==> config.mk <==
export PLATFORM = sky130hd
export DESIGN_NAME = gate_quiz_ctrl_flat
export DESIGN_NICKNAME = d
export VERILOG_FILES = /design/src/rtl/gate_quiz_ctrl_pkg.sv /design/src/rtl/gate_quiz_ctrl_if.sv /design/src/rtl/gate_quiz_eval.sv /design/src/rtl/gate_quiz_ctrl.sv /design/src/flat_wrapper.sv
export SDC_FILE = /design/constraint.sdc
export NUM_CORES = 1
export LEC_CHECK = 0
export BUFFER_PORTS_ARGS = -buffer_cell sky130_fd_sc_hd__buf_2
export CORE_UTILIZATION = 40
export DETAILED_ROUTE_END_ITERATION = 7
export GPL_TIMING_DRIVEN = 0
export PLACE_DENSITY_LB_ADDON = 0.1
export SLEW_MARGIN = 20
export SYNTH_ARGS = -nofsm -noshare
export SYNTH_HDL_FRONTEND = slang
export SYNTH_HIERARCHICAL = 1
export SYNTH_SLANG_ARGS = --single-unit
==> constraint.sdc <==
create_clock -name clk -period 2.3 [get_ports clk]
set_clock_uncertainty 0.15 [all_clocks]
set_input_delay 0.345 -clock clk [delete_from_list [all_inputs] [get_ports clk]]
set_output_delay 0.345 -clock clk [all_outputs]
set_load 0.02 [all_outputs]
==> src/rtl/gate_quiz_ctrl_pkg.sv <==
// Shared constants and types for the gate quiz controller: gate indices,
// controller states and the LFSR feedback taps.
package gate_quiz_pkg;

   localparam logic [3:0] GATE_AND  = 4'd0;
   localparam logic [3:0] GATE_OR   = 4'd1;
   localparam logic [3:0] GATE_NAND = 4'd2;
   localparam logic [3:0] GATE_NOR  = 4'd3;
   localparam logic [3:0] GATE_XOR  = 4'd4;
   localparam logic [3:0] GATE_XNOR = 4'd5;
   localparam logic [3:0] GATE_SR   = 4'd6;
   localparam logic [3:0] GATE_T    = 4'd7;
   localparam logic [3:0] GATE_D    = 4'd8;

   typedef enum logic [2:0] {
      ST_IDLE,
      ST_PICK,
      ST_PLAY,
      ST_BLANK,
      ST_DONE
   } state_t;

   // Fibonacci taps 16,14,13,11 expressed as bit positions 15,13,12,10
   localparam logic [15:0] LFSR_TAPS = 16'hB400;

endpackage

==> src/rtl/gate_quiz_ctrl_if.sv <==
// Player-side and display-side signal bundle of the gate quiz controller.
// The front end / bench drives through master; the controller uses slave.
interface gate_quiz_ctrl_if #(
   parameter int NUM_GATES = 9,
   parameter int TIME_W    = 32,
   parameter int MISS_W    = 8
);
   logic                 in_a;
   logic                 in_b;
   logic                 switch_pulse;
   logic                 confirm_pulse;
   logic                 gate_out;
   logic [NUM_GATES-1:0] selected_gate;
   logic [NUM_GATES-1:0] current_gate;
   logic [NUM_GATES-1:0] completed_mask;
   logic                 timer_en;
   logic                 vga_blankout;
   logic                 done;
   logic                 timeout;
   logic [TIME_W-1:0]    elapsed;
   logic [MISS_W-1:0]    miss_count;

   modport master (
      output in_a, in_b, switch_pulse, confirm_pulse,
      input  gate_out, selected_gate, current_gate, completed_mask,
      input  timer_en, vga_blankout, done, timeout, elapsed, miss_count
   );

   modport slave (
      input  in_a, in_b, switch_pulse, confirm_pulse,
      output gate_out, selected_gate, current_gate, completed_mask,
      output timer_en, vga_blankout, done, timeout, elapsed, miss_count
   );
endinterface

==> src/rtl/gate_quiz_eval.sv <==
// Evaluates the hidden gate on the synchronised player wires; holds the
// SR / T / D storage and registers the result.
module gate_quiz_eval
   import gate_quiz_pkg::*;
(
   input  logic       clk,
   input  logic       resetn,
   input  logic       i_a,
   input  logic       i_b,
   input  logic [3:0] i_gate,
   input  logic       i_clear,
   output logic       o_gate_out
);
   logic r_sr_q, r_t_q, r_d_q, r_b_prev, r_gate_out;
   logic w_sr_next, w_t_next, w_d_next, w_gate;

   // Reset input dominates the SR latch
   assign w_sr_next = i_b ? 1'b0 : (i_a ? 1'b1 : r_sr_q);
   assign w_t_next  = (i_a && i_b && !r_b_prev) ? ~r_t_q : r_t_q;
   assign w_d_next  = i_b ? i_a : r_d_q;

   always_comb begin
      w_gate = 1'b0;
      case (i_gate)
         GATE_AND:  w_gate = i_a & i_b;
         GATE_OR:   w_gate = i_a | i_b;
         GATE_NAND: w_gate = ~(i_a & i_b);
         GATE_NOR:  w_gate = ~(i_a | i_b);
         GATE_XOR:  w_gate = i_a ^ i_b;
         GATE_XNOR: w_gate = ~(i_a ^ i_b);
         GATE_SR:   w_gate = w_sr_next;
         GATE_T:    w_gate = w_t_next;
         GATE_D:    w_gate = w_d_next;
         default:   w_gate = 1'b0;
      endcase
   end

   always_ff @(posedge clk or negedge resetn) begin
      if (!resetn) begin
         r_sr_q     <= 1'b0;
         r_t_q      <= 1'b0;
         r_d_q      <= 1'b0;
         r_b_prev   <= 1'b0;
         r_gate_out <= 1'b0;
      end else begin
         r_b_prev <= i_b;
         if (i_clear) begin
            r_sr_q     <= 1'b0;
            r_t_q      <= 1'b0;
            r_d_q      <= 1'b0;
            r_gate_out <= 1'b0;
         end else begin
            r_sr_q     <= w_sr_next;
            r_t_q      <= w_t_next;
            r_d_q      <= w_d_next;
            r_gate_out <= w_gate;
         end
      end
   end

   assign o_gate_out = r_gate_out;
endmodule

==> src/rtl/gate_quiz_ctrl.sv <==
// Gate quiz controller: random gate pick, guess checking, miss blank-out and timing.
// Optional time limit (TIME_LIMIT parameter) is enabled by defining GATE_QUIZ_TIME_LIMIT_EN.
module gate_quiz_ctrl
   import gate_quiz_pkg::*;
#(
   parameter int          NUM_GATES    = 9,
   parameter logic [15:0] LFSR_SEED    = 16'hACE1,
   parameter int          BLANK_CYCLES = 25_000_000,
   parameter int          TIME_W       = 32,
   parameter int          MISS_W       = 8
`ifdef GATE_QUIZ_TIME_LIMIT_EN
   ,
   parameter logic [31:0] TIME_LIMIT   = 32'd1_500_000_000
`endif
) (
   input  logic             clk,
   input  logic             resetn,
   gate_quiz_ctrl_if.slave  bus
);
   localparam int         BLANK_W  = (BLANK_CYCLES > 1) ? $clog2(BLANK_CYCLES) : 1;
   localparam logic [4:0] NG5      = 5'(NUM_GATES);
   localparam logic [3:0] LAST_IDX = 4'(NUM_GATES - 1);

   state_t               r_state;
   logic [15:0]          r_lfsr;
   logic                 r_a_meta, r_a_sync, r_b_meta, r_b_sync;
   logic [NUM_GATES-1:0] r_sel, r_cur, r_mask;
   logic [3:0]           r_cur_idx, r_cand;
   logic [BLANK_W-1:0]   r_blank_cnt;
   logic [TIME_W-1:0]    r_elapsed;
   logic [MISS_W-1:0]    r_miss;
   logic                 r_timer_en, r_blankout, r_done, r_timeout;

   logic [3:0]           w_cand_init;
   logic [NUM_GATES-1:0] w_cand_oh, w_sel_rot;
   logic                 w_cand_free, w_time_up, w_eval_clear, w_gate_out;

   assign w_cand_init  = ({1'b0, r_lfsr[3:0]} >= NG5) ? 4'd0 : r_lfsr[3:0];
   assign w_cand_oh    = NUM_GATES'(1) << r_cand;
   assign w_cand_free  = ~|(r_mask & w_cand_oh);
   assign w_sel_rot    = (r_sel << 1) | (r_sel >> (NUM_GATES - 1));
   assign w_eval_clear = (r_state == ST_IDLE) || (r_state == ST_PICK);

`ifdef GATE_QUIZ_TIME_LIMIT_EN
   assign w_time_up = r_timer_en && (r_elapsed == TIME_W'(TIME_LIMIT - 32'd1));
`else
   assign w_time_up = 1'b0;
`endif

   always_ff @(posedge clk or negedge resetn) begin
      if (!resetn) begin
         r_lfsr   <= LFSR_SEED;
         r_a_meta <= 1'b0;
         r_a_sync <= 1'b0;
         r_b_meta <= 1'b0;
         r_b_sync <= 1'b0;
         r_sel    <= NUM_GATES'(1);
      end else begin
         r_lfsr   <= {r_lfsr[14:0], ^(r_lfsr & LFSR_TAPS)};
         r_a_meta <= bus.in_a;
         r_a_sync <= r_a_meta;
         r_b_meta <= bus.in_b;
         r_b_sync <= r_b_meta;
         if (bus.switch_pulse) r_sel <= w_sel_rot;
      end
   end

   always_ff @(posedge clk or negedge resetn) begin
      if (!resetn) begin
         r_state     <= ST_IDLE;
         r_cur       <= '0;
         r_cur_idx   <= '0;
         r_cand      <= '0;
         r_mask      <= '0;
         r_blank_cnt <= '0;
         r_elapsed   <= '0;
         r_miss      <= '0;
         r_timer_en  <= 1'b0;
         r_blankout  <= 1'b0;
         r_done      <= 1'b0;
         r_timeout   <= 1'b0;
      end else begin
         if (r_timer_en && (r_elapsed != '1)) r_elapsed <= r_elapsed + 1'b1;
         // The time limit outranks a confirm arriving in the same cycle
         if (w_time_up) begin
            r_state    <= ST_DONE;
            r_timer_en <= 1'b0;
            r_blankout <= 1'b0;
            r_done     <= 1'b1;
            r_timeout  <= 1'b1;
         end else begin
            case (r_state)
               ST_IDLE: if (bus.confirm_pulse) begin
                  r_state    <= ST_PICK;
                  r_elapsed  <= '0;
                  r_miss     <= '0;
                  r_timer_en <= 1'b1;
                  r_cand     <= w_cand_init;
               end
               ST_PICK: if (w_cand_free) begin
                  r_state   <= ST_PLAY;
                  r_cur     <= w_cand_oh;
                  r_cur_idx <= r_cand;
               end else begin
                  r_cand <= (r_cand == LAST_IDX) ? 4'd0 : r_cand + 4'd1;
               end
               ST_PLAY: if (bus.confirm_pulse) begin
                  if (r_sel == r_cur) begin
                     r_mask <= r_mask | r_cur;
                     if ((r_mask | r_cur) == '1) begin
                        r_state    <= ST_DONE;
                        r_timer_en <= 1'b0;
                        r_done     <= 1'b1;
                     end else begin
                        r_state <= ST_PICK;
                        r_cur   <= '0;
                        r_cand  <= w_cand_init;
                     end
                  end else begin
                     if (r_miss != '1) r_miss <= r_miss + 1'b1;
                     r_state     <= ST_BLANK;
                     r_blankout  <= 1'b1;
                     r_blank_cnt <= '0;
                  end
               end
               ST_BLANK: if (r_blank_cnt == BLANK_W'(BLANK_CYCLES - 1)) begin
                  r_state    <= ST_PLAY;
                  r_blankout <= 1'b0;
               end else begin
                  r_blank_cnt <= r_blank_cnt + 1'b1;
               end
               ST_DONE: if (bus.confirm_pulse) begin
                  r_state    <= ST_PICK;
                  r_mask     <= '0;
                  r_elapsed  <= '0;
                  r_miss     <= '0;
                  r_cur      <= '0;
                  r_done     <= 1'b0;
                  r_timeout  <= 1'b0;
                  r_timer_en <= 1'b1;
                  r_cand     <= w_cand_init;
               end
               default: r_state <= ST_IDLE;
            endcase
         end
      end
   end

   gate_quiz_eval u_eval (
      .clk        (clk),
      .resetn     (resetn),
      .i_a        (r_a_sync),
      .i_b        (r_b_sync),
      .i_gate     (r_cur_idx),
      .i_clear    (w_eval_clear),
      .o_gate_out (w_gate_out)
   );

   assign bus.gate_out       = w_gate_out;
   assign bus.selected_gate  = r_sel;
   assign bus.current_gate   = r_cur;
   assign bus.completed_mask = r_mask;
   assign bus.timer_en       = r_timer_en;
   assign bus.vga_blankout   = r_blankout;
   assign bus.done           = r_done;
   assign bus.timeout        = r_timeout;
   assign bus.elapsed        = r_elapsed;
   assign bus.miss_count     = r_miss;
endmodule

==> src/flat_wrapper.sv <==
// flat-port wrapper written by rule: the top's interface ports become plain ports
module gate_quiz_ctrl_flat import gate_quiz_pkg::*;
#(
   parameter int          NUM_GATES    = 9,
   parameter logic [15:0] LFSR_SEED    = 16'hACE1,
   parameter int          BLANK_CYCLES = 25_000_000,
   parameter int          TIME_W       = 32,
   parameter int          MISS_W       = 8

)
  (clk, resetn, bus_in_a, bus_in_b, bus_switch_pulse, bus_confirm_pulse, bus_gate_out, bus_selected_gate, bus_current_gate, bus_completed_mask, bus_timer_en, bus_vga_blankout, bus_done, bus_timeout, bus_elapsed, bus_miss_count);
  gate_quiz_ctrl_if #(.NUM_GATES(NUM_GATES), .TIME_W(TIME_W), .MISS_W(MISS_W)) bus_i ();
  input  logic clk;
  input  logic resetn;
  input wire logic [$bits(bus_i.in_a)-1:0] bus_in_a;
  input wire logic [$bits(bus_i.in_b)-1:0] bus_in_b;
  input wire logic [$bits(bus_i.switch_pulse)-1:0] bus_switch_pulse;
  input wire logic [$bits(bus_i.confirm_pulse)-1:0] bus_confirm_pulse;
  output wire logic [$bits(bus_i.gate_out)-1:0] bus_gate_out;
  output wire logic [$bits(bus_i.selected_gate)-1:0] bus_selected_gate;
  output wire logic [$bits(bus_i.current_gate)-1:0] bus_current_gate;
  output wire logic [$bits(bus_i.completed_mask)-1:0] bus_completed_mask;
  output wire logic [$bits(bus_i.timer_en)-1:0] bus_timer_en;
  output wire logic [$bits(bus_i.vga_blankout)-1:0] bus_vga_blankout;
  output wire logic [$bits(bus_i.done)-1:0] bus_done;
  output wire logic [$bits(bus_i.timeout)-1:0] bus_timeout;
  output wire logic [$bits(bus_i.elapsed)-1:0] bus_elapsed;
  output wire logic [$bits(bus_i.miss_count)-1:0] bus_miss_count;
  assign bus_i.in_a = bus_in_a;
  assign bus_i.in_b = bus_in_b;
  assign bus_i.switch_pulse = bus_switch_pulse;
  assign bus_i.confirm_pulse = bus_confirm_pulse;
  assign bus_gate_out = bus_i.gate_out;
  assign bus_selected_gate = bus_i.selected_gate;
  assign bus_current_gate = bus_i.current_gate;
  assign bus_completed_mask = bus_i.completed_mask;
  assign bus_timer_en = bus_i.timer_en;
  assign bus_vga_blankout = bus_i.vga_blankout;
  assign bus_done = bus_i.done;
  assign bus_timeout = bus_i.timeout;
  assign bus_elapsed = bus_i.elapsed;
  assign bus_miss_count = bus_i.miss_count;
  gate_quiz_ctrl #(.NUM_GATES(NUM_GATES), .LFSR_SEED(LFSR_SEED), .BLANK_CYCLES(BLANK_CYCLES), .TIME_W(TIME_W), .MISS_W(MISS_W)) u_core (.clk(clk), .resetn(resetn), .bus(bus_i));
endmodule
==> metrics.md, run 1 <==
| Metric | Value |
|---|---|
| Clock buffers created by TritonCTS | 17 |
| DRT iter0 DRCs | roughly 240 |
| Cell Area, Synth | 0.006364 mm^2 |
| Initial Utilization | 41.40% |
| Period utilization | 101.1% |
| Portion of synthesized cell area occupied by the leading cell type | between 40% and 50% |
| Share of layout cells above drive strength 1 | between 30% and 40% |
| Violations in the final reports | negative setup slack |
| Antenna diode count | 0 |
| Top flip-flop cell by instance count after synthesis | dfrtp_1 |
| Count of maximum capacitance violations | 0 |
| Number of pins with negative max-slew slack in the final report | 0 |
| Capture instance of the worst register-to-register path | u_core/bus.current_gate[6] |
| Root Buffer Master | clkbuf_16 |
| Final HPWL from detailed placement | 9848 um |
| Global-route wire length before repair | 24530 um |
| Startpoint of the worst-slack reg-to-reg timing path | u_core/r_cand[0] |
| Width of the chip | 128.1 um |
| Sequential share of the synthesized area | 51.69% |
| Post-synthesis async set-or-reset flop share | 100.0% |
| Maximum number of pins on one net before global-route repair | 75 |
| Commonest cells in the netlist | dfrtp_1, nor2_1, nand2_1, xor2_1, nand3_1 |
| Fraction of the core area covered by cells at the end of the flow | 53.79% |
| Number of flops mapped to enable cells by yosys | 0 |
| Status | finished, violations left |
| Row Count | 45 |
| RSZ-0062 raised after global routing | true |
| Via density per instance | 5.168 |
| Peak fanout along the critical path | 8 |
| Via total after detailed routing | 4873 |
| Leakage power total | 3.890 nW |
| Number of nets in the layout | 736 |
| CP required | 2.45 ns |
| Worst-Margin Slew | ~0.54 ns |
| Fraction of met2 tracks used by global routing | 29.09% |
| Number of global-route vias before repair | 4793 |
| Worst hold endpoint | u_core/bus.miss_count[2] |
| Total wire length | approximately 15000 um |
| Worst min-delay path category | input port to flip-flop |
| Post-Syn Area per Cell | approximately 11 um^2 |
| Count of cell types in the netlist | 73 |
| Congestion Overflow GR | 0 |
| Antenna violations before repair | 0 |
| Design Area, Final | 0.008268 mm^2 |
| Total number of clock tree sinks | 131 |
| Number of iterations in the first detailed-routing pass | 4 |
| Placed cell area | just over 0.007 mm^2 |
| Most common cell in the synthesized netlist | dfrtp_1 |
| Cell Count, Final, Fillers Out | 943 |
| Largest cells by area after synthesis | dfrtp_1, xor2_1, nor2_1 |
| Crit path arrival time | 2.48 ns |
| TritonCTS clock tree | done |
| Area Overhead vs Synth | 29.93% |
| Normalized max-slew margin | between 60 and 70% |
| Synthesized Nets | 608 |
| Global-route usage over all layers | 19.12% |
| Worst Setup End Kind | flip-flop |
| Met3 GRT Util | 3.464% |
| Launch point of the worst hold path | bus_confirm_pulse |
| Number of levels in the clock H-tree | 4 |
| Maximum root-to-sink buffer count | 2 |
| VDD IR max | 662.4 uV |
| Count of unresolved DRC violations after routing | 0 |
| Total of warnings raised by yosys | 6 |
| Critical setup path kind | flip-flop to flip-flop |
| Number of buffer cells added on primary ports | 74 |
| Clock transition time at the flip-flop clock pins of the worst setup and hold paths | 0.06 ns |
| Worst hold slack | about 0.11 ns |
| Finish-stage setup viols | 8 |
| Met1 Track Usage GR | a little over a quarter |
| Top cell type by total area after synthesis | dfrtp_1 |
| Global placer's final weighted congestion | 0.7951 |
| Worst-case register-to-register setup slack | -0.03 ns |
| Fill cell instance count of the final layout | 1382 |
| Die height | approximately 130 um |
| Inst Count DP | between 800 and 900 |
| Core region area | 0.01537 mm^2 |
| Final Hold Fails | 0 |
| Max frequency | 429.9 MHz |
| Worst Hold Depth | 2 |
| PnR worst setup slack | -0.02598 ns |
| Seq cells post-synth | between 100 and 150 |
| Global routing's busiest layer | met2 |
| Path depth of the worst reg2reg path | 10 |
| Power density cells | 1332 mW/mm^2 |
| Nature of the critical path startpoint | flip-flop |
| Period minus WS final | 2.326 ns |
| Number of cells produced by synthesis | 591 |
| DR WL/cell | around 16 um |
| Clk_lat worst skew | 0.42 ns |
| Count of nets left with antenna violations after detail routing | 0 |
| Die footprint | about 0.016 mm^2 |
| Pwr Total | 0.01101 W |
| IO Count | 78 |
metrics by stage:
step / TNS (ns) / worst slack, ns
final: -0.1250 / -0.02598
after global routing: -1.819 / -0.1654
after CTS: -0.06162 / -0.04705
after detailed placement: -6.094 / -0.3706
after global placement: -134.09 / -1.050
after floorplan: 0 / 0.0001998
per-layer routing:
| metal | wire length [um] | up-vias |
|---|---|---|
| met5 | 0 | - |
| met4 | 231 | 0 |
| met3 | 440 | 22 |
| met2 | 6884 | 94 |
| met1 | 7186 | 2410 |
| li1 | - | 2347 |
worst max path at each step:
stage | depth (start not counted) | slack (ns) | start | endpoint
final | 10 | -0.03 | u_core/r_cand[0] | u_core/bus.current_gate[6]
after global routing | 10 | -0.17 | u_core/r_cand[0] | u_core/bus.current_gate[6]
after CTS | 7 | -0.05 | u_core/r_cand[1] | u_core/r_cur_idx[1]
after detailed placement | 8 | -0.37 | u_core/r_cand[0] | u_core/r_cur_idx[1]
after global placement | 1 | -1.05 | resetn | u_core/bus.selected_gate[6]
after floorplan | 9 | 0.0002 | u_core/r_cand[0] | u_core/r_cand[3]
cells in the final DEF, fill, tap and decap left out, types with 8 or more instances in the layout:
| cell | count |
|---|---|
| inv_1 | 12 |
| nand2_1 | 40 |
| xor2_1 | 42 |
| xnor2_1 | 17 |
| nor2_1 | 74 |
| nand3_1 | 34 |
| dfstp_2 | 9 |
| and3_1 | 17 |
| nand4_1 | 11 |
| or3_1 | 9 |
| mux2i_1 | 10 |
| clkbuf_16 | 17 |
| buf_4 | 30 |
| mux2_2 | 9 |
| buf_2 | 78 |
| a31oi_1 | 8 |
| a22o_1 | 9 |
| dfrtp_1 | 116 |
| mux2_4 | 11 |
| o21ai_1 | 10 |
| a21oi_1 | 15 |
registers in the layout, indices dropped and copies added, names as in the netlist, 3 cells and up:
register and count:
u_core/r_cand 4, u_core/bus.completed_mask 9, u_core/bus.selected_gate 9, u_core/r_cur_idx 4
u_core/bus.elapsed 32, u_core/r_lfsr 16, u_core/bus.current_gate 9, u_core/r_state 3
u_core/r_blank_cnt 25, u_core/bus.miss_count 8
layout make-up:
class                   count  area, um^2  share of cell area [%]
flip-flops and latches    131        3297                   39.88
inverters                  16       62.56                  0.7567
clock buffers              17       425.4                   5.145
repair buffers            111       709.4                   8.581
multi-input cells         427        3161                   38.23
clock inverters            15       261.5                   3.163
well taps                 211       264.0                   3.193
plain buffers              15       87.58                   1.059
where the power goes:
group / leakage (nW) / internal [W] / total (W) / switching, W
sequential: 1.66 / 0.00300 / 0.00389 / 0.000885
combinational: 1.90 / 0.00183 / 0.00399 / 0.00215
clock: 0.329 / 0.00213 / 0.00314 / 0.00101
critical path: stages, from the launching register on:
cell and delay, ns:
dfrtp_2 0.46, inv_4 0.07, ha_4 0.18, a221oi_4 0.28, a21oi_2 0.09, buf_4 0.15
nor2_2 0.10, nand3_1 0.07, a41o_1 0.20, buf_6 0.15, mux2_4 0.30
kinds of logic (layout without fill, tap and decap cells):
logic type / Yosys count / in the layout / share of synthesized area, %
AOI/OAI and AO/OA: 86 / 86 / 9.988
xor gates and xnor gates: 59 / 59 / 8.120
adders and majority gates: 11 / 11 / 2.163
buffers and inverters: 33 / 174 / 2.340
DFF: 131 / 131 / 51.69
muxes: 31 / 31 / 5.761
other: 1 / 1 / 0.05893
and+or+nand+nor: 239 / 239 / 19.88
timing repair:
item / 4_1_cts / 5_1_grt
setup buffers: 15 / 19
hold endpoints to repair: 51 / 0
gates resized for setup: 33 / 29
gates cloned: 0 / 0
endpoints found under the setup margin: 55 / 65
pin swaps: 12 / 12
hold buffers: 3 / 0
(Power assumes the default switching activity.)
==> run 2, diff against run 1 <==
==> constraint.sdc (replaced) <==
create_clock -name clk -period 3 [get_ports clk]
set_clock_uncertainty 0.15 [all_clocks]
set_input_delay 0.45 -clock clk [delete_from_list [all_inputs] [get_ports clk]]
set_output_delay 0.45 -clock clk [all_outputs]
set_load 0.02 [all_outputs]
==> run 2 against run 1 <==
- critical path depth decreased by 2
- register-to-register slack improved by 0.37 ns
- largest cell class unchanged
- die area unchanged
- the flow now finishes without violations
==> metrics.md, run 2 (same netlist as run 1, synthesis figures left out) <==
| Metric | Value |
|---|---|
| Status | finished, final reports clean |
| CP max-delay cell | dfrtp_1 |
| Area used by multi-input combinational logic | 0.002925 mm^2 |
| Period utilization | 88.70% |
| Routed met2 length | between 6000 and 7000 um |
| Max frequency | 375.8 MHz |
| DRT iter0 DRCs | 228 |
| Hold-fix buffers at CTS | 3 |
| Die footprint | between 0.015 and 0.02 mm^2 |
| IO Count | 78 |
| Number of global-route vias before repair | 4698 |
| Highest Signal Layer | met4 |
| Critical setup path kind | flip-flop to flip-flop |
| Final HPWL from detailed placement | 9848 um |
| Global-route usage over all layers | between 10% and 20% |
| RSZ-0062 raised after global routing | false |
| Power density cells | 1017 mW/mm^2 |
| Antenna violations before repair | 0 |
| Row Count | between 40 and 50 |
| Metal3 WL | 456 um |
| Post-route setup TNS | 0 ns |
| Critical Path, Cell by Cell | inv_1, ha_1, a221oi_1, a21oi_1, o21bai_1, nand3_1, nor3_1, mux2_1 |
| Worst Setup End Kind | flip-flop |
| Finish-stage setup viols | 0 |
| Placed cell area | just over 0.007 mm^2 |
| Worst Hold Depth | 0 |
| Global-route wire length before repair | 23870 um |
| Initial Utilization | 41.40% |
| Path depth of the worst reg2reg path | 8 |
| Count of nets left with antenna violations after detail routing | 0 |
| Worst hold slack | between 0.15 and 0.2 ns |
| Maximum single-stage delay on the critical path | 0.45 ns |
| Via total after detailed routing | 4699 |
| Leakage power total | 3.672 nW |
| Crit path arrival time | 2.81 ns |
| Root Buffer Master | clkbuf_16 |
| Congestion Overflow GR | 0 |
| Share of layout cells above drive strength 1 | 23.82% |
| Clock transition time at the flip-flop clock pins of the worst setup and hold paths | 0.06 ns |
| Antenna diode count | 0 |
| Clock buffers created by TritonCTS | 17 |
| Design Area, Final | 0.007752 mm^2 |
| Total number of clock tree sinks | 131 |
| Final Hold Fails | 0 |
| Cell type group with the largest total delay on the critical path | compound AO/OA/AOI/OAI gates |
| Worst path bufs/invs | 1 |
| Fill cell instance count of the final layout | 1420 |
| Worst min-delay path category | flip-flop to flip-flop |
| Count of unresolved DRC violations after routing | 0 |
| Die height | 128.1 um |
| DR WL/cell | 15.40 um |
| Period minus WS final | 2.661 ns |
| Post-CTS Resized | 0 |
| Global placer's final weighted congestion | 0.7951 |
| Fraction of the core area covered by cells at the end of the flow | between 50% and 60% |
| Total wire length | 14040 um |
| Peak fanout along the critical path | 6 |
| Metal-1 WL | 7006 um |
| Normalized max-slew margin | 46.01% |
| Area Overhead vs Synth | 21.82% |
| Pwr Total | between 0.007 and 0.008 W |
| Most frequent standard cell in the layout excluding fill and tap cells | dfrtp_1 |
| Nature of the critical path startpoint | flip-flop |
| Maximum root-to-sink buffer count | 2 |
| CP required | 3.15 ns |
| Buffers inserted by post-CTS timing repair | 0 |
| Flip-flop count of the largest register, all copies and words added | 32 |
| Via density per instance | 5.152 |
| Number of levels in the clock H-tree | 4 |
| Number of buffer cells added on primary ports | 74 |
| VDD IR max | 530.8 uV |
| Core region area | 0.01537 mm^2 |
| Number of nets in the layout | 705 |
| Width of the chip | 128.1 um |
| Worst-Margin Slew | 0.8061 ns |
| Commonest cells after routing, fill and taps aside | dfrtp_1, buf_2, nor2_1 |
| TritonCTS clock tree | done |
| Count of maximum capacitance violations | 0 |
| Number of iterations in the first detailed-routing pass | 4 |
| Cell depth of the worst setup path | 8 |
| Register area | 0.003289 mm^2 |
| Number of pins with negative max-slew slack in the final report | 0 |
| Clk_lat worst skew | 0.42 ns |
| Maximum number of pins on one net before global-route repair | between 70 and 80 |
==> run 2: through the flow <==
step	setup WS, ns	std cells
5_1_grt	0.07590	912
3_5_place_dp	0.3294	877
3_3_place_gp	-0.4549	876
4_1_cts	0.3180	912
6_report	0.3391	912
2_1_floorplan	0.7002	591
==> run 2: worst paths after layout <==
path	start	end	slack, ns
setup reg to reg	u_core/r_cand[0]	u_core/r_cur_idx[1]	0.34
setup / recovery	u_core/r_cand[0]	u_core/r_cur_idx[1]	0.34
min in group asynchronous	resetn	u_core/r_blank_cnt[8]	0.40
max in group asynchronous	resetn	u_core/bus.selected_gate[0]	1.54
hold / removal	u_core/r_b_meta	u_core/r_b_sync	0.19
hold reg to reg	u_core/r_b_meta	u_core/r_b_sync	0.19
==> run 2: power by group <==
part	internal [W]	switching, W	total (W)
clock network	0.00163	0.000772	0.00241
logic	0.00106	0.00149	0.00255
registers	0.00230	0.000634	0.00293
==> run 2: metal layers <==
layer	vias up	global-route usage, %
li1	2284	-
met1	2298	26.33
met2	96	27.91
met3	21	3.589
met4	0	8.028
met5	-	0
==> run 2: worst register-to-register path: stages, from the launching register on <==
cell and delay, ns:
dfrtp_1 0.45, inv_1 0.11, ha_1 0.26, a221oi_1 0.31, a21oi_1 0.11, o21bai_1 0.24, nand3_1 0.13, nor3_1 0.41
mux2_1 0.37
==> run 2: layout make-up <==
type	instances	share of cell area, %
Buffer	17	1.146
Clock buffer	17	5.487
Clock inverter	15	3.373
Inverter	16	0.7747
Multi-Input combinational cell	427	37.73
Sequential cell	131	42.43
Tap cell	211	3.405
Timing Repair Buffer	78	5.649
